## src/rtl/control_sequencer.sv

```systemverilog
// -----------------------------------------------------------------------------
// control_sequencer
//
// Hardwired Moore control unit for the dataPath. It fetches an instruction in
// T0-T2, waiting in T1 for memory when enabled. It then executes conditional
// branch, add-immediate, NOP or HALT in T3-T6 and keeps a saturating count of
// retired instructions.
//
// Ports
//   clk          in  : system clock, rising edge
//   reset        in  : asynchronous active-low reset
//   run          in  : permission to start / continue execution
//   ir           in  : instruction register contents (opcode in top OPC_W bits)
//   con_ff       in  : branch condition flip-flop
//   mem_ready    in  : memory read data valid
//   pc_out..ir_in out: datapath strobes
//   gra..con_in  out : register-select and operand strobes
//   control      out : ALU operation code
//   mdr_read     out : MDR mux select (01 = memory)
//   state        out : current state code
//   halted       out : high while in HALT
//   instr_count  out : saturating retired-instruction count
// -----------------------------------------------------------------------------
module control_sequencer #(
    parameter int               OPC_W       = 5,
    parameter logic [OPC_W-1:0] OPC_BR      = 5'd19,
    parameter logic [OPC_W-1:0] OPC_ADDI    = 5'd5,
    parameter logic [OPC_W-1:0] OPC_NOP     = 5'd26,
    parameter logic [OPC_W-1:0] OPC_HALT    = 5'd27,
    parameter logic [3:0]       ALU_ADD     = 4'd2,
    parameter bit               MEM_WAIT_EN = 1'b1,
    parameter int               CNT_W       = 16
) (
    input  logic             clk,
    input  logic             reset,
    input  logic             run,
    input  logic [31:0]      ir,
    input  logic             con_ff,
    input  logic             mem_ready,
    output logic             pc_out,
    output logic             mar_in,
    output logic             inc_pc,
    output logic             zlow_in,
    output logic             zlow_out,
    output logic             pc_in,
    output logic             read,
    output logic             mdr_in,
    output logic             mdr_out,
    output logic             ir_in,
    output logic             gra,
    output logic             grb,
    output logic             r_in,
    output logic             r_out,
    output logic             ba_out,
    output logic             y_in,
    output logic             c_out,
    output logic             con_in,
    output logic [3:0]       control,
    output logic [1:0]       mdr_read,
    output logic [3:0]       state,
    output logic             halted,
    output logic [CNT_W-1:0] instr_count
);

    typedef enum logic [3:0] {
        S_IDLE = 4'd0,
        S_T0   = 4'd1,
        S_T1   = 4'd2,
        S_T2   = 4'd3,
        S_T3   = 4'd4,
        S_T4   = 4'd5,
        S_T5   = 4'd6,
        S_T6   = 4'd7,
        S_HALT = 4'd8
    } state_t;

    state_t           state_q, state_d;
    logic             br_q, br_d;       // path taken out of T3: 1 = branch, 0 = ADDI
    logic [CNT_W-1:0] cnt_q, cnt_d;
    logic             retire;
    logic [OPC_W-1:0] opcode;
    logic             unused_ir;

    assign opcode    = ir[31:32-OPC_W];
    assign unused_ir = ^ir[31-OPC_W:0];

    always_ff @(posedge clk or negedge reset) begin
        if (!reset) begin
            state_q <= S_IDLE;
            br_q    <= 1'b0;
            cnt_q   <= '0;
        end else begin
            state_q <= state_d;
            br_q    <= br_d;
            cnt_q   <= cnt_d;
        end
    end

    // Next-state, path memory and retire counter
    always_comb begin
        state_d = state_q;
        br_d    = br_q;
        retire  = 1'b0;
        case (state_q)
            S_IDLE: if (run) state_d = S_T0;
            S_T0:   state_d = S_T1;
            S_T1:   if (!(MEM_WAIT_EN && !mem_ready)) state_d = S_T2;
            S_T2:   state_d = S_T3;
            S_T3: begin
                // Remember the path so T4/T5 do not depend on IR staying put.
                br_d = (opcode == OPC_BR);
                if (opcode == OPC_BR || opcode == OPC_ADDI) begin
                    state_d = S_T4;
                end else if (opcode == OPC_HALT) begin
                    state_d = S_HALT;
                    retire  = 1'b1;
                end else begin
                    retire  = 1'b1;   // NOP and any unlisted opcode
                end
            end
            S_T4:   state_d = S_T5;
            S_T5: begin
                if (br_q) state_d = S_T6;
                else      retire  = 1'b1;
            end
            S_T6:   retire  = 1'b1;
            S_HALT: state_d = S_HALT;
            default: state_d = S_IDLE;
        endcase

        // run only matters at retire; HALT is sticky until reset.
        if (retire && state_d != S_HALT) begin
            state_d = run ? S_T0 : S_IDLE;
        end

        cnt_d = cnt_q;
        if (retire && cnt_q != {CNT_W{1'b1}}) begin
            cnt_d = cnt_q + CNT_W'(1);
        end
    end

    // Moore output decode (pc_in in T6 follows con_ff)
    always_comb begin
        pc_out   = 1'b0;
        mar_in   = 1'b0;
        inc_pc   = 1'b0;
        zlow_in  = 1'b0;
        zlow_out = 1'b0;
        pc_in    = 1'b0;
        read     = 1'b0;
        mdr_in   = 1'b0;
        mdr_out  = 1'b0;
        ir_in    = 1'b0;
        gra      = 1'b0;
        grb      = 1'b0;
        r_in     = 1'b0;
        r_out    = 1'b0;
        ba_out   = 1'b0;
        y_in     = 1'b0;
        c_out    = 1'b0;
        con_in   = 1'b0;
        control  = 4'd0;
        mdr_read = 2'b00;
        case (state_q)
            S_T0: begin
                pc_out  = 1'b1;
                mar_in  = 1'b1;
                inc_pc  = 1'b1;
                zlow_in = 1'b1;
            end
            S_T1: begin
                // Re-loading PC while waiting is harmless: Z holds PC+1.
                zlow_out = 1'b1;
                pc_in    = 1'b1;
                read     = 1'b1;
                mdr_read = 2'b01;
                mdr_in   = 1'b1;
            end
            S_T2: begin
                mdr_out = 1'b1;
                ir_in   = 1'b1;
            end
            S_T3: begin
                if (opcode == OPC_BR) begin
                    gra    = 1'b1;
                    r_out  = 1'b1;
                    con_in = 1'b1;
                end else if (opcode == OPC_ADDI) begin
                    grb    = 1'b1;
                    ba_out = 1'b1;
                    y_in   = 1'b1;
                end
            end
            S_T4: begin
                if (br_q) begin
                    pc_out  = 1'b1;
                    y_in    = 1'b1;
                end else begin
                    c_out   = 1'b1;
                    control = ALU_ADD;
                    zlow_in = 1'b1;
                end
            end
            S_T5: begin
                if (br_q) begin
                    c_out    = 1'b1;
                    control  = ALU_ADD;
                    zlow_in  = 1'b1;
                end else begin
                    zlow_out = 1'b1;
                    gra      = 1'b1;
                    r_in     = 1'b1;
                end
            end
            S_T6: begin
                zlow_out = 1'b1;
                pc_in    = con_ff;
            end
            default: ;
        endcase
    end

    assign state       = state_q;
    assign halted      = (state_q == S_HALT);
    assign instr_count = cnt_q;

endmodule

```

## config.mk

```make
export PLATFORM = sky130hd
export DESIGN_NAME = control_sequencer
export DESIGN_NICKNAME = d
export VERILOG_FILES = /design/src/rtl/control_sequencer.sv
export SDC_FILE = /design/constraint.sdc
export NUM_CORES = 1
export LEC_CHECK = 0
export ABC_CLOCK_PERIOD_IN_PS = 5000
export CAP_MARGIN = 30
export CORE_MARGIN = 2
export CORE_UTILIZATION = 41
export DETAILED_ROUTE_END_ITERATION = 8
export GPL_ROUTABILITY_DRIVEN = 0
export PLACE_DENSITY = 0.95
export REMOVE_ABC_BUFFERS = 1
export SETUP_SLACK_MARGIN = 0.2
export SYNTH_ARGS = -nofsm -noshare
export SYNTH_HDL_FRONTEND = slang
export SYNTH_SLANG_ARGS = --single-unit
```

## constraint.sdc

```tcl
create_clock -name clk -period 5 [get_ports clk]
set_input_delay 0.75 -clock clk [delete_from_list [all_inputs] [get_ports clk]]
set_output_delay 0.75 -clock clk [all_outputs]
set_load 0.01 [all_outputs]
```

* Word level (Yosys, flattened, before mapping) *
Index checks and enable logic that the tools add are counted.

operators by class
  add/subtract/negate cells = 1
  $mul = 0
  div/mod/pow operators = 0
  order comparisons = 0
  equality and inequality tests = 13
  shift-type cells = 0
  multiplexer cells = 32
  bitwise logic cells = 0
  reduce and logical (&&, ||, !) cells = 5

operator list
  kind                                                             number
  4-bit case mux with 9 select lines                               1
  4-bit two-way mux                                                6
  16-bit by 1-bit adder with 16-bit output, second input constant  1
  4-bit by 3-bit == test with 1-bit output, second input constant  4
  16-bit inequality test, second input constant                    1
  1-bit two-way mux                                                14
  1-bit case mux with 2 select lines                               6
  5-bit == test, second input constant                             2
  4-bit by 2-bit == test with 1-bit output, second input constant  2
  1-bit case mux with 3 select lines                               2
  5-bit by 3-bit == test with 1-bit output, second input constant  1
  4-bit by 1-bit == test with 1-bit output, second input constant  1
  4-bit == test, second input constant                             1
  4-bit logical NOT                                                1
  2-bit two-way mux                                                2
  4-bit inequality test, second input constant                     1
  2-bit case mux with 2 select lines                               1
  1-bit logical AND                                                2
  2-bit OR reduction                                               1
  1-bit logical OR                                                 1

word-level totals
  bits in registers = 21
  latch bits = 0
  memory bits (writable) = 0
  ROM bits = 0
  output and inout port bits = 45
  memories kept = 0

* Longest topological paths before layout *
  depth after elaboration = 7
  mapped depth = 7
  mapped depth without buffers = 5

* Least setup slack after synthesis *
No wires, ideal clock.

  kind = input-to-output
  from = input ir[30]
  to = output grb
  data arrival time = 1.814 ns
  required time = 4.250 ns
  path slack = 2.436 ns
  stages = 4
  path buffers = 1
  cell sequence = nand2b_1 > or2_2 > nor4b_2 > buf_4

on the way
  cells in the longest elaborated chain, start to end = 4
  elaborated cells between the ends (all ways) = 5

ends and longest elaborated chain
  item                                      RTL line  RTL
  start: declaration                        37        input logic [31:0] ir,
  5-bit by 3-bit == test with 1-bit output  188       end else if (opcode == OPC_ADDI) begin
  1-bit two-way mux                         n/a
  1-bit two-way mux * (2 in a row)          n/a
  end: declaration                          51        output logic grb,

Every way passes the cells marked *; elsewhere a longest branch is shown, timed or not.

* Worst setup path in the final report *
  from = input ir[30]
  to = output y_in

on the way
  cells in the longest elaborated chain, start to end = 4
  elaborated cells between the ends (all ways) = 5

ends and longest elaborated chain
  item                                      RTL line  RTL
  5-bit by 3-bit == test with 1-bit output  188
  1-bit two-way mux                         188
  1-bit two-way mux *                       184       if (opcode == OPC_BR) begin
  1-bit case mux with 2 select lines *      164       case (state_q)
  end: declaration                          55        output logic y_in,

Marked as above.

==> impl_metrics.yaml <==
critical_path:
  start_kind: "input pin"
  r2r_slack_ns: 2.76
  reg2regPathDepth: 6
  cp_data_required_time_ns: 4.25
  crit_start: "ir[30]"
  cp.arrival_ns: 2.71
  worstSetupPathType: "input pin to output pin"
  end_kind: "output pin"
  r2r_start: "instr_count[0]"
  timing.rr.end: "instr_count[1]"
  path_max_fanout: 3
die:
  dieArea_mm2: 0.00403
  core.rowCount: 21
  coreArea_mm2: 0.00336
  start_util_pct: 43.1
  num_io_pins: 82
  die_w_um: 63.5
  die_y_um: 63.5
timing:
  setup_viol: 0
  period_share_pct: 69.2
  min_period_ns: 3.46
  finClkSkew_ns: 0.00117
  drv_slew: 0
  tightest_slew_ns: 0.933
  fmaxAchievable_ghz: 0.289
  setup_tns_ns: 0
  rsz0062_at_grt: "no"
  max-slew-margin-rel_pct: 37.6
  finalHoldViolations: 0
route:
  drc: 0
  drt_wl_total_um: 3350
  drt_first_iter_violations: 40
  firstDrtPassIters: 4
  vias: 1216
  wl_per_cell_um: 14.3
  ant_nets: 0
  routed_via_density: 5.20
grt:
  antenna_found_initial: 0
  first_global_vias: 1195
  grt_max_degree: 22
  grt_pass1_wl_um: 5840
  gr-total-overflow: 0
  gr-usage-all-layers_pct: 18.0
logic_synthesis:
  synth_flop_cell: "dfrtp_1"
  syn-instance-count: 148
  synth_cell_types: 46
  synth-edff-count: 0
  avgSynthCellArea_um2: 9.80
  synth-seq-cells: 21
  async_flop_share_pct: 100
  synth_area_mm2: 0.00145
  synth_warnings: 0
  ys_seq_area_share_pct: 36.2
flow_run:
  cap_viol_max_count: 0
cells_and_area:
  areaGrowthSynthToFinish_pct: 32.0
  final_common_cell: "clkdlybuf4s50_1"
  diodes: 0
  layout.nets: 227
  drive_gt1_share_pct: 12.8
  fin_area_mm2: 0.00191
  final_cell_mix: "50 x clkdlybuf4s50_1, 21 x dfrtp_1, 13 x xor2_1, 10 x nand2_1, 9 x nor3_1"
place:
  hpwl_um: 2520
  postPlaceCellArea_mm2: 0.00189
  port_buffers: 50
run_status:
  status: "complete, no violations"
clock_tree:
  cts_resized: 0
  cts_max_path_buffers: 2
  holdBufCountCts: 0
  cts_sinks: 21
  h-tree-depth: 1
  path_clk_slew_ns: 0.11
  cts_made_buffers: 3
  worstSkewPairLatency_ns: 0.30
  ctsRootBufferMaster: "clkbuf_4"
  tritoncts: "yes"
  post-cts-setup-buffer-count: 0
min_path:
  hp-class: "register to register"
  whs_path_depth: 1
  min_to: "instr_count[0]"
  hp-start: "instr_count[0]"
power_and_ir_drop:
  ir_worst_vdd_v: 0.000265
  p_per_area_mw_per_mm2: 426
  leakage_nw: 0.809
==> synth_stat cells (2+ instances only) <==
master	instances	area share [%]
inv_1	2	0.52
nand2b_1	6	2.6
xor2_1	13	7.9
buf_6	3	2.3
nand4_1	3	1.3
nor3b_1	2	1.0
clkbuf_1	2	0.52
a21oi_1	2	0.69
or2_2	3	1.3
mux2_2	3	2.3
nand2_1	10	2.6
nor4_2	5	4.3
nand3_1	7	2.4
nor2_1	8	2.1
mux2i_1	2	1.4
nor3_1	9	3.1
nor4_1	3	1.3
or2b_1	2	1.0
o21ai_0	3	1.0
o21a_1	2	1.0
dfrtp_1	21	36
buf_4	13	6.7
==> state kept, by name, indices dropped and copies added, names as in the netlist <==
signal       count
instr_count     16
br_q             1
state            4
==> critical path, cell delays in order <==
cell and delay, ns:
clkdlybuf4s50_1 0.44, nand2b_1 0.21, or2_2 0.33, nor4b_2 0.33
a21o_1 0.13, clkdlybuf4s50_1 0.53
==> cells by family after synthesis <==
logic type / count (synthesis) / share of synthesized area, %
multiplexers: 6 / 4.49
AND/OR/NAND/NOR: 73 / 33.3
buffers and inverters: 20 / 10.1
flip-flops: 21 / 36.2
adder cells (fa/ha/maj): 1 / 0.863
other: 1 / 0.259
XOR/XNOR: 13 / 7.85
AO/OA/AOI/OAI: 13 / 6.90
==> per-stage QoR <==
step / instances / utilization, % / worst slack, ns / power, mW / hold WS (ns)
6_report: 234 / 56.9 / 1.54 / 0.815 / 0.528
3_3_place_gp: 230 / 56.1 / 1.58 / 0.724 / 0.509
4_1_cts: 234 / 56.9 / 1.54 / 0.819 / 0.538
5_1_grt: 234 / 56.9 / 1.44 / 0.877 / 0.577
2_1_floorplan: 133 / - / 2.34 / 0.509 / 0.454
3_5_place_dp: 230 / 56.1 / 1.54 / 0.736 / 0.518
==> metal layers <==
metal	global-route usage [%]	vias up	share of wire [%]	wire length (µm)
met4	3.53	0	0.75	25
met1	23.6	600	44	1480
met5	0	-	0	0
li1	-	591	-	-
met3	4.11	4	3.3	112
met2	30.4	21	52	1720
==> power breakdown <==
group | total (mW) | leakage [nW] | switching (mW) | internal (mW)
logic | 0.443 | 0.515 | 0.197 | 0.246
registers | 0.291 | 0.279 | 0.0836 | 0.207
clock network | 0.0808 | 0.0150 | 0.0497 | 0.0311
total | 0.815 | 0.809 | 0.331 | 0.484
==> worst max path at each step <==
| stage | end | slack (ns) | cells past startpoint |
|---|---|---|---|
| floorplan | y_in | 2.34 | 4 |
| global placement | y_in | 1.58 | 6 |
| global route | y_in | 1.44 | 6 |
| CTS | y_in | 1.54 | 6 |
| finish | y_in | 1.54 | 6 |
| detailed placement | y_in | 1.54 | 6 |
==> final cells by class <==
cell class	count	area [µm²]
fillers	301	1450
multi-input cells	110	790
flip-flops and latches	21	526
repair buffers	51	508
well taps	46	57.6
clock buffers	4	26.3
inverters	2	7.51
Power figures use the tool's default switching activity.
